File: config.mk
export PLATFORM = sky130hd
export DESIGN_NAME = ps2_game_cmd_scheduler
export DESIGN_NICKNAME = d
export VERILOG_FILES = /design/src/rtl/ps2_game_cmd_scheduler.sv
export SDC_FILE = /design/constraint.sdc
export NUM_CORES = 1
export LEC_CHECK = 0
export CORE_ASPECT_RATIO = 0.6
export CORE_MARGIN = 1.5
export CORE_UTILIZATION = 25
export CTS_CLUSTER_DIAMETER = 60
export CTS_CLUSTER_SIZE = 28
export DETAILED_ROUTE_END_ITERATION = 7
export PLACE_DENSITY_LB_ADDON = 0.05
export SYNTH_ARGS = -nofsm -noshare
export SYNTH_HDL_FRONTEND = slang
export SYNTH_SLANG_ARGS = --single-unit
File: constraint.sdc
create_clock -name clock -period 7.5 [get_ports clock]
set_clock_uncertainty 0.15 [all_clocks]
set_input_delay 0.75 -clock clock [delete_from_list [all_inputs] [get_ports clock]]
set_output_delay 0.75 -clock clock [all_outputs]
set_load 0.02 [all_outputs]
File: src/rtl/ps2_game_cmd_scheduler.sv
// PS/2 scan byte decoder plus gravity timer, arbitrated into one command FIFO for the game logic.
// Optional AUTO_REPEAT_EN macro adds held-key auto-repeat for LEFT/RIGHT/DOWN.
module ps2_game_cmd_scheduler #(
   parameter int FIFO_DEPTH   = 4,
   parameter int CNT_W        = 26,
   parameter int GRAV_BASE    = 50000000,
   parameter int GRAV_STEP    = 10000000,
   parameter int REPEAT_DELAY = 15000000,
   parameter int REPEAT_RATE  = 5000000
) (
   input  logic       clock,
   input  logic       resetn,
   input  logic [7:0] ps2_key_data,
   input  logic       ps2_key_pressed,
   input  logic       game_run,
   input  logic       cmd_ready,
   output logic       cmd_valid,
   output logic [2:0] cmd_code,
   output logic [1:0] speed_level,
   output logic [7:0] last_key,
   output logic [7:0] overflow_cnt
);
   localparam int AW = $clog2(FIFO_DEPTH);
   localparam int OW = AW + 1;
   localparam logic [2:0] CMD_GRAV = 3'd5;
   localparam logic [CNT_W-1:0] GP0 = CNT_W'(GRAV_BASE - 1);
   localparam logic [CNT_W-1:0] GP1 = CNT_W'(GRAV_BASE - GRAV_STEP - 1);
   localparam logic [CNT_W-1:0] GP2 = CNT_W'(GRAV_BASE - 2 * GRAV_STEP - 1);
   localparam logic [CNT_W-1:0] GP3 = CNT_W'(GRAV_BASE - 3 * GRAV_STEP - 1);

   typedef enum logic [1:0] {S_IDLE, S_BRK, S_EXT, S_EXT_BRK} dec_state_e;

   generate
      if (GRAV_BASE - 3 * GRAV_STEP < 2 || REPEAT_DELAY < 1 || REPEAT_RATE < 1 ||
          FIFO_DEPTH < 2 || (FIFO_DEPTH & (FIFO_DEPTH - 1)) != 0) begin : g_bad_cfg
         $error("ps2_game_cmd_scheduler: illegal parameter set");
      end
   endgenerate

   function automatic logic [2:0] key_cmd(input logic [7:0] code);
      case (code)
         8'h1B:   key_cmd = 3'd1;
         8'h2B:   key_cmd = 3'd2;
         8'h24:   key_cmd = 3'd3;
         8'h23:   key_cmd = 3'd4;
         default: key_cmd = 3'd0;
      endcase
   endfunction

   dec_state_e       state_q, state_d;
   logic             make_v;
   logic [2:0]       make_cmd, key_cmd_w;
   logic [1:0]       speed_q, speed_d;
   logic [7:0]       last_key_q, last_key_d;
   logic             spd_chg;
   logic [CNT_W-1:0] grav_cnt_q, grav_cnt_d, period_m1;
   logic             grav_tick, pending_q, pending_d;
   logic             key_push, grav_wr, wr_en, pop, full, push_ok, drop;
   logic [2:0]       wr_data;
   logic [2:0]       mem_q [FIFO_DEPTH];
   logic [AW-1:0]    wr_ptr_q, rd_ptr_q;
   logic [OW-1:0]    count_q, count_d;
   logic [7:0]       ovf_q, ovf_d;

   // Only a byte seen in IDLE is a make code; prefixes steer the FSM instead.
   always_comb begin : decode
      state_d = state_q;
      make_v  = 1'b0;
      if (ps2_key_pressed) begin
         case (state_q)
            S_IDLE: begin
               if (ps2_key_data == 8'hF0)      state_d = S_BRK;
               else if (ps2_key_data == 8'hE0) state_d = S_EXT;
               else                            make_v  = 1'b1;
            end
            S_BRK:   state_d = S_IDLE;
            S_EXT:   state_d = (ps2_key_data == 8'hF0) ? S_EXT_BRK : S_IDLE;
            default: state_d = S_IDLE;
         endcase
      end
   end

   assign make_cmd = make_v ? key_cmd(ps2_key_data) : 3'd0;

   always_comb begin : speed_ctl
      speed_d    = speed_q;
      last_key_d = last_key_q;
      if (make_v) begin
         if (make_cmd != 3'd0) last_key_d = ps2_key_data;
         if (ps2_key_data == 8'h3A) begin
            last_key_d = ps2_key_data;
            if (speed_q != 2'd0) speed_d = speed_q - 2'd1;
         end
         if (ps2_key_data == 8'h44) begin
            last_key_d = ps2_key_data;
            if (speed_q != 2'd3) speed_d = speed_q + 2'd1;
         end
      end
   end

   assign spd_chg = (speed_d != speed_q);

`ifdef AUTO_REPEAT_EN
   localparam logic [CNT_W-1:0] RD_M1 = CNT_W'(REPEAT_DELAY - 1);
   localparam logic [CNT_W-1:0] RR_M1 = CNT_W'(REPEAT_RATE - 1);
   logic [2:0]       held_q, held_d;
   logic [CNT_W-1:0] rep_cnt_q, rep_cnt_d;
   logic             rep_first_q, rep_first_d;
   logic             brk_v, rep_push;

   assign brk_v    = ps2_key_pressed && (state_q == S_BRK);
   assign rep_push = (held_q != 3'd0) && (rep_cnt_q == (rep_first_q ? RD_M1 : RR_M1));

   always_comb begin : repeat_ctl
      held_d      = held_q;
      rep_cnt_d   = rep_cnt_q;
      rep_first_d = rep_first_q;
      if (make_cmd == 3'd1 || make_cmd == 3'd2 || make_cmd == 3'd4) begin
         held_d      = make_cmd;
         rep_cnt_d   = '0;
         rep_first_d = 1'b1;
      end else if (brk_v && held_q != 3'd0 && key_cmd(ps2_key_data) == held_q) begin
         held_d    = 3'd0;
         rep_cnt_d = '0;
      end else if (held_q != 3'd0) begin
         if (rep_push) begin
            rep_cnt_d   = '0;
            rep_first_d = 1'b0;
         end else begin
            rep_cnt_d = rep_cnt_q + CNT_W'(1);
         end
      end
   end

   assign key_cmd_w = (make_cmd != 3'd0) ? make_cmd : (rep_push ? held_q : 3'd0);

   always_ff @(posedge clock or negedge resetn) begin
      if (!resetn) begin
         held_q      <= 3'd0;
         rep_cnt_q   <= '0;
         rep_first_q <= 1'b0;
      end else begin
         held_q      <= held_d;
         rep_cnt_q   <= rep_cnt_d;
         rep_first_q <= rep_first_d;
      end
   end
`else
   assign key_cmd_w = make_cmd;
`endif

   always_comb begin : period_sel
      case (speed_q)
         2'd0:    period_m1 = GP0;
         2'd1:    period_m1 = GP1;
         2'd2:    period_m1 = GP2;
         default: period_m1 = GP3;
      endcase
   end

   assign grav_tick  = game_run && (grav_cnt_q == period_m1);
   assign grav_cnt_d = (!game_run || spd_chg || grav_tick) ? '0 : grav_cnt_q + CNT_W'(1);

   // Keys win the single write port; a pending tick waits rather than being dropped.
   assign key_push = (key_cmd_w != 3'd0);
   assign grav_wr  = game_run && pending_q && !key_push;
   assign wr_en    = key_push || grav_wr;
   assign wr_data  = key_push ? key_cmd_w : CMD_GRAV;
   assign pop      = cmd_valid && cmd_ready;
   assign full     = (count_q == OW'(FIFO_DEPTH));
   assign push_ok  = wr_en && (!full || pop);
   assign drop     = key_push && !push_ok;

   always_comb begin : pending_ctl
      pending_d = 1'b0;
      if (game_run) begin
         pending_d = pending_q;
         if (grav_wr && push_ok) pending_d = 1'b0;
         if (grav_tick)          pending_d = 1'b1;
      end
   end

   assign ovf_d = (drop && ovf_q != 8'hFF) ? ovf_q + 8'd1 : ovf_q;

   always_comb begin : occupancy
      case ({push_ok, pop})
         2'b10:   count_d = count_q + OW'(1);
         2'b01:   count_d = count_q - OW'(1);
         default: count_d = count_q;
      endcase
   end

   always_ff @(posedge clock or negedge resetn) begin
      if (!resetn) begin
         state_q    <= S_IDLE;
         speed_q    <= 2'd0;
         last_key_q <= 8'd0;
         grav_cnt_q <= '0;
         pending_q  <= 1'b0;
         wr_ptr_q   <= '0;
         rd_ptr_q   <= '0;
         count_q    <= '0;
         ovf_q      <= 8'd0;
      end else begin
         state_q    <= state_d;
         speed_q    <= speed_d;
         last_key_q <= last_key_d;
         grav_cnt_q <= grav_cnt_d;
         pending_q  <= pending_d;
         count_q    <= count_d;
         ovf_q      <= ovf_d;
         if (push_ok) wr_ptr_q <= wr_ptr_q + AW'(1);
         if (pop)     rd_ptr_q <= rd_ptr_q + AW'(1);
      end
   end

   // Storage needs no reset: the head is masked while the FIFO is empty.
   always_ff @(posedge clock) begin
      if (push_ok) mem_q[wr_ptr_q] <= wr_data;
   end

   assign cmd_valid    = (count_q != '0);
   assign cmd_code     = cmd_valid ? mem_q[rd_ptr_q] : 3'd0;
   assign speed_level  = speed_q;
   assign last_key     = last_key_q;
   assign overflow_cnt = ovf_q;

endmodule

---- Word-level counts from Yosys, hierarchy flattened ----
Memory sizes are Yosys's and may differ from the RTL's.
Cells that the tools add are included.
word-level totals
  output and inout bits ................... 22
  bits of input ports ..................... 13
  memories ................................ 1
  flip-flop bits (word level) ............. 54
  memory bits (writable) .................. 12
memories
  name   words  width  rd ports  clocked after Yosys merged registers in  write ports  RTL line  RTL
  mem_q  4      3      1         0                                        1            60        logic [2:0] mem_q [FIFO_DEPTH];
operators by class
  muxes and demuxes ....................... 28
  reductions and logical operators ........ 25
  equal/unequal tests ..................... 20
  $add $sub $neg .......................... 8
operators by type and width
  kind                                                                   number
  26-bit one-hot mux with 3 select lines                                 1
  8-bit by 6-bit equality test with 1-bit output, second input constant  4
  26-bit by 1-bit adder with 26-bit output, second input constant        1
  26-bit equality test                                                   1
  26-bit two-way mux                                                     1
  8-bit two-way mux                                                      3
  8-bit equality test, second input constant                             2
  2-bit two-way mux                                                      8
  3-bit one-hot mux with 4 select lines                                  1
  1-bit two-way mux                                                      9
  3-bit two-way mux                                                      3
  3-bit nonzero test                                                     3
  8-bit by 1-bit adder with 8-bit output, second input constant          1
  8-bit by 5-bit equality test with 1-bit output, second input constant  1
  8-bit by 7-bit equality test with 1-bit output, second input constant  1
  1-bit logical AND                                                      8
  8-bit != test, second input constant                                   1
  2-bit by 1-bit adder with 2-bit output, second input constant          3
  2-bit equality test, second input constant                             3
  3-bit one-hot mux with 2 select lines                                  1
  2-bit by 1-bit equality test with 1-bit output, second input constant  2
  1-bit zero test                                                        4
  2-bit zero test                                                        2
  1-bit logical OR                                                       4
  11 further kinds                                                       13

---- Logic depth before layout (Yosys ltp) ----
Gate-level depths: netlist (run 1).
  depth in word-level cells ............... 15
  mapped depth ............................ 11

---- Worst setup path after synthesis (run 1) ----
No wires, ideal clock.
  path type ............................... input to register
  from .................................... input port ps2_key_pressed
  to ...................................... register count_q[2]
  data required time ...................... 7.224 ns
  path slack .............................. 4.299 ns
  buffers on the path ..................... 1
  arrival ................................. 2.925 ns
  stages .................................. 11
  setup time .............................. 0.126 ns
  cells stage by stage .................... or3b_4 -> or3_4 -> a21oi_4 -> or2b_4 -> buf_8 -> nor2_1 -> fa_1 -> nand3b_1 -> o21ai_0 -> a31oi_1 -> a221o_1
between the ends
  cells in the longest elaborated chain, start to end .. 9
  elaborated cells on any way between the ends .. 11
  classes of those cells .................. 2 x eq/ne; 3 x mux; 6 x reduce/logical
RTL lines
  element                                                                                RTL line  RTL
  start: declaration                                                                     14        input logic ps2_key_pressed,
  1-bit two-way mux *                                                                    69        if (ps2_key_pressed) begin
  3-bit two-way mux *                                                                    83        assign make_cmd = make_v ? key_cmd(ps2_key_data) : 3'd0;
  3-bit nonzero test *                                                                   165       assign key_push = (key_cmd_w != 3'd0);
  1-bit zero test                                                                        166       assign grav_wr = game_run && pending_q && !key_push;
  1-bit logical AND                                                                      166
  1-bit logical OR *                                                                     167       assign wr_en = key_push || grav_wr;
  1-bit logical AND *                                                                    171       assign push_ok = wr_en && (!full || pop);
  2-bit by 1-bit equality test with 1-bit output or 2-bit equality test (tied branches)  186       case ({push_ok, pop})
  3-bit one-hot mux with 2 select lines or 2-bit nonzero test (tied branches)            --
  end signal: assignment                                                                 210       count_q <= count_d;
  end: declaration                                                                       62        logic [OW-1:0] count_q, count_d;
Mark *: on every way between the ends. The rest lies on a longest branch, timed or not.
A chain may end at the register's enable or synchronous reset.

---- Final worst setup path (run 1) ----
  from .................................... input port ps2_key_data[3]
  to ...................................... register count_q[2]
between the ends
  cells in the longest elaborated chain, start to end .. 13
  elaborated cells on any way between the ends .. 21
  classes of those cells .................. 8 x eq/ne; 7 x mux; 6 x reduce/logical
RTL lines
  element                                                                                RTL line  RTL
  start: declaration                                                                     13        input logic [7:0] ps2_key_data,
  8-bit equality test                                                                    73        else if (ps2_key_data == 8'hE0) state_d = S_EXT;
  1-bit two-way mux                                                                      73
  1-bit two-way mux                                                                      72        if (ps2_key_data == 8'hF0) state_d = S_BRK;
  1-bit two-way mux                                                                      70        case (state_q)
  1-bit two-way mux                                                                      69
  3-bit two-way mux *                                                                    83
  3-bit nonzero test *                                                                   165
  1-bit zero test                                                                        166
  1-bit logical AND                                                                      166
  1-bit logical OR *                                                                     167
  1-bit logical AND *                                                                    171
  2-bit by 1-bit equality test with 1-bit output or 2-bit equality test (tied branches)  186
  3-bit one-hot mux with 2 select lines or 2-bit nonzero test (tied branches)            --
Marked as above.

==> flow_summary.yaml, run 1 <==
outcome:
  status: "completed"
routing:
  drc: 0
  antenna_left: 0
  post_drt_wl_per_cell_um: 15.6
  wl_um: 9060
  drtIter0Drc: 164
  vias: 2647
  avgViaCountPerCell: 4.57
  dr.pass1.iters: 4
finish:
  final_area_um2: 4490
  drive_above_1_share: 0.119
  fillers: 1486
  final_cell_mix: "dfrtp_1, nor2_1, clkdlybuf4s50_1"
  syn2layout_area_growth_pct: 22.7
  utilization: 0.321
  diodes: 0
  layout_commonest_cell: "dfrtp_1"
  nets: 409
synthesis:
  synth_edf_count: 12
  netlist_instances: 347
  yosysWarningCount: 0
  synthesis.area_um2: 3660
  ys_seq_elements: 66
  synthArstFlopShare: 0.818
  synth_ff_type: "dfrtp_1"
  yosysSeqAreaShare: 0.468
  synth.distinct_cells: 58
  synth_nets: 374
  synth_area_per_cell_um2: 10.5
floorplan:
  ios: 35
  rows: 33
  coreArea_um2: 14000
  die_h_um: 96.7
  start_util: 0.262
  die-area_um2: 15400
  die_x_um: 159
sta:
  finalHoldViolations: 0
  period_minus_slack_ns: 3.66
  setup_viol: 0
  finalCritPeriodShare: 0.488
  slew_viol_final: 0
  setup_tns_ns: 0
  grt_setup_unrepaired: "false"
  relSlewSlack: 0.505
  fmax_mhz: 273
  worst_pin_slew_ns: 0.742
power_and_ir_drop:
  vdd_drop_max_v: 0.000109
  p_leak_nw: 1.86
  power_density_nw_per_um2: 248
grt:
  grt_pass1_vias: 2621
  antenna_found_initial: 0
  grt_max_degree: 55
  grtUsageTotal: 0.125
  grt_overflow: 0
  grt_pass1_wl_um: 15000
cts:
  ctsHoldBuffers: 0
  cts_resized: 0
  clock_sinks: 66
  cts_tree: "done"
  clock_latency_ns: 0.33
  cts_made_buffers: 9
  postCtsSetupRepairBufs: 0
  clockBufferDepth: 2
  htree_levels: 3
  root_buffer: "clkbuf_16"
  clk_pin_slew_ns: 0.06
critical_path:
  crit_arrival_ns: 3.72
  start_kind: "input pin"
  crit_fanout: 14
  cp-end-kind: "flip-flop"
  cp.required_ns: 7.56
  path_class: "input pin to flip-flop"
placement:
  gp_congestion: 0.719
  io_buffer_count: 34
  dp.final_hpwl_um: 6460
  placed_area_um2: 4170
flow_run:
  maxCapViolations: 0
worst_hold_path:
  hold_class: "flip-flop to flip-flop"
sequential cells by signal, indices dropped and copies added (netlist names):
name,cells
count_q,3
rd_ptr_q,2
speed_level,2
state_q,2
last_key,8
wr_ptr_q,2
overflow_cnt,8
pending_q,1
mem_q,12
grav_cnt_q,26
layer usage:
| layer | vias up | part of all wire | global-route usage | routed length (um) |
|---|---|---|---|---|
| met5 | - | 0 | 0 | 0 |
| met3 | 8 | 0.055 | 0.0425 | 495 |
| li1 | 1294 | - | - | - |
| met2 | 58 | 0.34 | 0.142 | 3090 |
| met1 | 1287 | 0.60 | 0.210 | 5390 |
| met4 | 0 | 0.0086 | 0.0283 | 78 |
cells in the mapped netlist (4+ instances only):
cell type | count | area (um2)
dfrtp_1 | 54 | 1350
nor2_1 | 38 | 143
xnor2_1 | 22 | 193
nand2_1 | 21 | 78.8
nand3_1 | 17 | 85.1
xor2_1 | 17 | 149
and3_1 | 13 | 81.3
ha_1 | 13 | 163
inv_1 | 13 | 48.8
edfxtp_1 | 12 | 360
mux2_2 | 10 | 113
nand4_1 | 10 | 62.6
o21ai_0 | 9 | 45.0
a21oi_1 | 7 | 35.0
a31oi_1 | 6 | 37.5
and2_1 | 6 | 37.5
and3_2 | 4 | 30.0
buf_2 | 4 | 20.0
clkbuf_1 | 4 | 15.0
nand3b_1 | 4 | 30.0
nor2b_1 | 4 | 25.0
nor3_1 | 4 | 20.0
nor4bb_1 | 4 | 40.0
o22ai_1 | 4 | 25.0
critical path: stages:
cell,delay [ns]
clkdlybuf4s50_1,0.52
nor4b_2,0.54
nand3_1,0.26
a21oi_4,0.25
or2b_4,0.24
nor2_1,0.08
fa_1,0.42
nand3b_1,0.17
o21ai_0,0.15
a31oi_1,0.06
a221o_1,0.27
final cells by class:
| cell class | instances | area [um2] | share of cell area |
|---|---|---|---|
| flip-flops and latches | 66 | 1710 | 0.381 |
| inverters | 13 | 48.8 | 0.0109 |
| clock inverters | 7 | 93.8 | 0.0209 |
| clock buffers | 9 | 225 | 0.0502 |
| well taps | 192 | 240 | 0.0535 |
| multi-input cells | 257 | 1820 | 0.407 |
| repair buffers | 35 | 343 | 0.0764 |
power by group:
group / switching (mW) / total [mW] / internal (mW)
Clock: 0.168 / 0.459 / 0.291
Sequential: 0.0358 / 0.427 / 0.391
Combinational: 0.115 / 0.226 / 0.111
Total: 0.319 / 1.11 / 0.792
cell families (layout without fill, tap and decap cells):
family,count (synthesis),in the layout,synth area share
DFF,66,66,0.468
and+or+nand+nor,149,149,0.228
adders and majority gates,14,14,0.0500
muxes,14,14,0.0520
AOI/OAI and AO/OA,41,41,0.0756
xor gates and xnor gates,39,39,0.0934
buffers and inverters,24,64,0.0329
path summary, 6_finish.rpt:
check                                        from                        to  slack, ns  cells past startpoint
setup / recovery                  ps2_key_data[3]    count_q[2]$_DFFE_PN0P_       3.84                     11
hold / removal             state_q[1]$_DFFE_PN0P_    state_q[1]$_DFFE_PN0P_       0.34                      2
setup reg to reg           state_q[1]$_DFFE_PN0P_    count_q[2]$_DFFE_PN0P_       4.50                     10
hold reg to reg            state_q[1]$_DFFE_PN0P_    state_q[1]$_DFFE_PN0P_       0.34                      2
max in group asynchronous                  resetn   rd_ptr_q[0]$_DFFE_PN0P_       6.29                      2
min in group asynchronous                  resetn  grav_cnt_q[11]$_DFF_PN0_       0.42                      2
through the flow:
stage / total power [mW] / hold WS [ns] / worst slack (ns) / cells
after CTS: 1.13 / 0.339 / 3.83 / 579
after global routing: 1.17 / 0.368 / 3.49 / 579
final: 1.11 / 0.337 / 3.84 / 579
after global placement: 0.666 / 0.339 / 3.54 / 563
after floorplan: 0.569 / 0.299 / 4.30 / 347
after detailed placement: 0.661 / 0.326 / 3.50 / 563
(Power assumes the default switching activity.)
==> run 2: changes to the inputs <==
==> constraint.sdc (replaced) <==
create_clock -name clock -period 3.5 [get_ports clock]
set_clock_uncertainty 0.15 [all_clocks]
set_input_delay 0.35 -clock clock [delete_from_list [all_inputs] [get_ports clock]]
set_output_delay 0.35 -clock clock [all_outputs]
set_load 0.02 [all_outputs]
==> run 2 against run 1 <==
Combinational power rose by 110%; power rose by 100%; worst setup slack got worse by 3.4 ns; critical endpoint unchanged; global-route usage fell by 0.14 points; hold slack got worse by 0.33 ns; clock power rose by 89%.
==> flow_summary.yaml, run 2 (synthesis gave the netlist of run 1 again) <==
outcome:
  status: "completed"
finish:
  regMostFlops: "grav_cnt_q"
  drive_above_1_share: 0.128
  syn2layout_area_growth_pct: 22.8
  diodes: 0
  largest_reg_flops: 26
  final_area_um2: 4490
  final_cell_mix: "dfrtp_1, nor2_1, clkdlybuf4s50_1"
  nets: 414
  top_regs: "grav_cnt_q: 26 flops, mem_q: 12 flops"
  layout_commonest_cell: "dfrtp_1"
floorplan:
  die_x_um: 159
  rows: 33
  die_h_um: 96.7
  die-area_um2: 15400
  coreArea_um2: 14000
  start_util: 0.262
  ios: 35
grt:
  grt_max_degree: 39
  grt_overflow: 0
  grt_pass1_wl_um: 14600
  grt_pass1_vias: 2659
  antenna_found_initial: 0
  grtUsageTotal: 0.124
sta:
  slew_viol_final: 0
  period_minus_slack_ns: 3.04
  setup_tns_ns: 0
  worst_pin_slew_ns: 0.941
  grt_setup_unrepaired: "false"
  finalHoldViolations: 0
  relSlewSlack: 0.373
  fmax_mhz: 329
  setup_viol: 0
  finalCritPeriodShare: 0.869
routing:
  post_drt_wl_per_cell_um: 15.2
  drtIter0Drc: 118
  vias: 2665
  antenna_left: 0
  dr.pass1.iters: 4
  drc: 0
  avgViaCountPerCell: 4.56
  wl_um: 8860
critical_path:
  path_cells: "clkdlybuf4s50_1, or3b_4, or3_4, a21oi_4, or2b_4, nor2_1, fa_1, nand3b_1, o21ai_0, a31oi_1, a221o_1"
  r2r_setup_slack_ns: 0.55
  slowest_delay_ns: 0.51
  cpMaxStageDelayCell: "clkdlybuf4s50_1"
  start_kind: "input pin"
  path_buf_inv: 1
  cp.depth: 11
  r2r_cells: 8
  crit_arrival_ns: 3.10
  r2r-start: "speed_level[0]$_DFF_PN0_"
  setup.worst_path.start: "ps2_key_pressed"
  cp-end-kind: "flip-flop"
  crit_fanout: 5
  worst_path_dominant_cell_family: "simple AND/OR/NAND/NOR gates"
  path_class: "input pin to flip-flop"
  cp.required_ns: 3.56
  reg2reg_to: "grav_cnt_q[7]$_DFF_PN0_"
  endpoint: "count_q[2]$_DFFE_PN0P_"
cts:
  ctsHoldBuffers: 0
  cts_tree: "done"
  clock_latency_ns: 0.33
  clock_sinks: 66
  root_buffer: "clkbuf_16"
  cts_resized: 0
  cts_made_buffers: 9
  postCtsSetupRepairBufs: 0
  clockBufferDepth: 2
  htree_levels: 3
  clk_pin_slew_ns: 0.06
placement:
  dp.final_hpwl_um: 6380
  gp_congestion: 0.744
  io_buffer_count: 34
  placed_area_um2: 4210
worst_hold_path:
  hold_class: "input pin to asynchronous set/reset pin"
flow_run:
  maxCapViolations: 0
power_and_ir_drop:
  power_density_nw_per_um2: 504
  vdd_drop_max_v: 0.000184
  p_leak_nw: 1.87
## run 2: cell count changes in the layout (fill, tap and decap cells not counted), sizes merged
cell,change
buf,+5
clkbuf,+5
bufinv,-2
clkinv,-2
clkinvlp,-1
## run 2: per-layer routing
layer,global-route usage,wire length [um],up-vias,share of wire
met1,0.197,5190,1277,0.59
met4,0.0370,86,0,0.0097
met2,0.148,3080,67,0.35
li1,-,-,1314,-
met5,0,0,-,0
met3,0.0442,506,7,0.057
## run 2: worst min-delay path by stage
stage,startpoint,to,depth (start not counted)
5_1_grt,resetn,last_key[4]$_DFFE_PN0P_,1
2_1_floorplan,resetn,count_q[0]$_DFFE_PN0P_,0
3_5_place_dp,state_q[1]$_DFFE_PN0P_,state_q[1]$_DFFE_PN0P_,2
6_report,resetn,last_key[4]$_DFFE_PN0P_,1
3_3_place_gp,state_q[1]$_DFFE_PN0P_,state_q[1]$_DFFE_PN0P_,2
4_1_cts,resetn,last_key[4]$_DFFE_PN0P_,1
## run 2: cell type report
cell class | count | area (um2)
Tap cell | 192 | 240
Multi-Input combinational cell | 257 | 1820
Timing Repair Buffer | 40 | 380
Clock buffer | 14 | 274
Clock inverter | 2 | 10.0
Fill cell | 1469 | 9470
Inverter | 13 | 48.8
Sequential cell | 66 | 1710
## run 2: per-stage QoR
stage | hold slack, ns | setup WS [ns] | total power, mW | util | std cells
4_1_cts | 0.0541 | 0.489 | 2.31 | 0.322 | 584
6_report | 0.00537 | 0.460 | 2.26 | 0.322 | 584
5_1_grt | 0.0797 | 0.189 | 2.40 | 0.322 | 584
3_5_place_dp | 0.332 | 0.154 | 1.41 | 0.301 | 568
3_3_place_gp | 0.340 | 0.198 | 1.42 | 0.301 | 568
2_1_floorplan | -0.0956 | 0.664 | 1.22 | - | 347
## run 2: where the power goes
part / total, mW / switching [mW] / internal (mW)
registers: 0.915 / 0.0765 / 0.839
logic: 0.480 / 0.242 / 0.238
clock network: 0.869 / 0.333 / 0.536
==> run 3: changes to the inputs <==
--- a/config.mk
+++ b/config.mk
@@ -9,7 +9,7 @@
 export CORE_MARGIN = 1.5
 export CORE_UTILIZATION = 25
 export CTS_CLUSTER_DIAMETER = 60
-export CTS_CLUSTER_SIZE = 28
+export CTS_CLUSTER_SIZE = 20
 export DETAILED_ROUTE_END_ITERATION = 7
 export PLACE_DENSITY_LB_ADDON = 0.05
 export SYNTH_ARGS = -nofsm -noshare
==> results of run 3 <==
Final layout, timing and power as in run 2 (identical DEF).
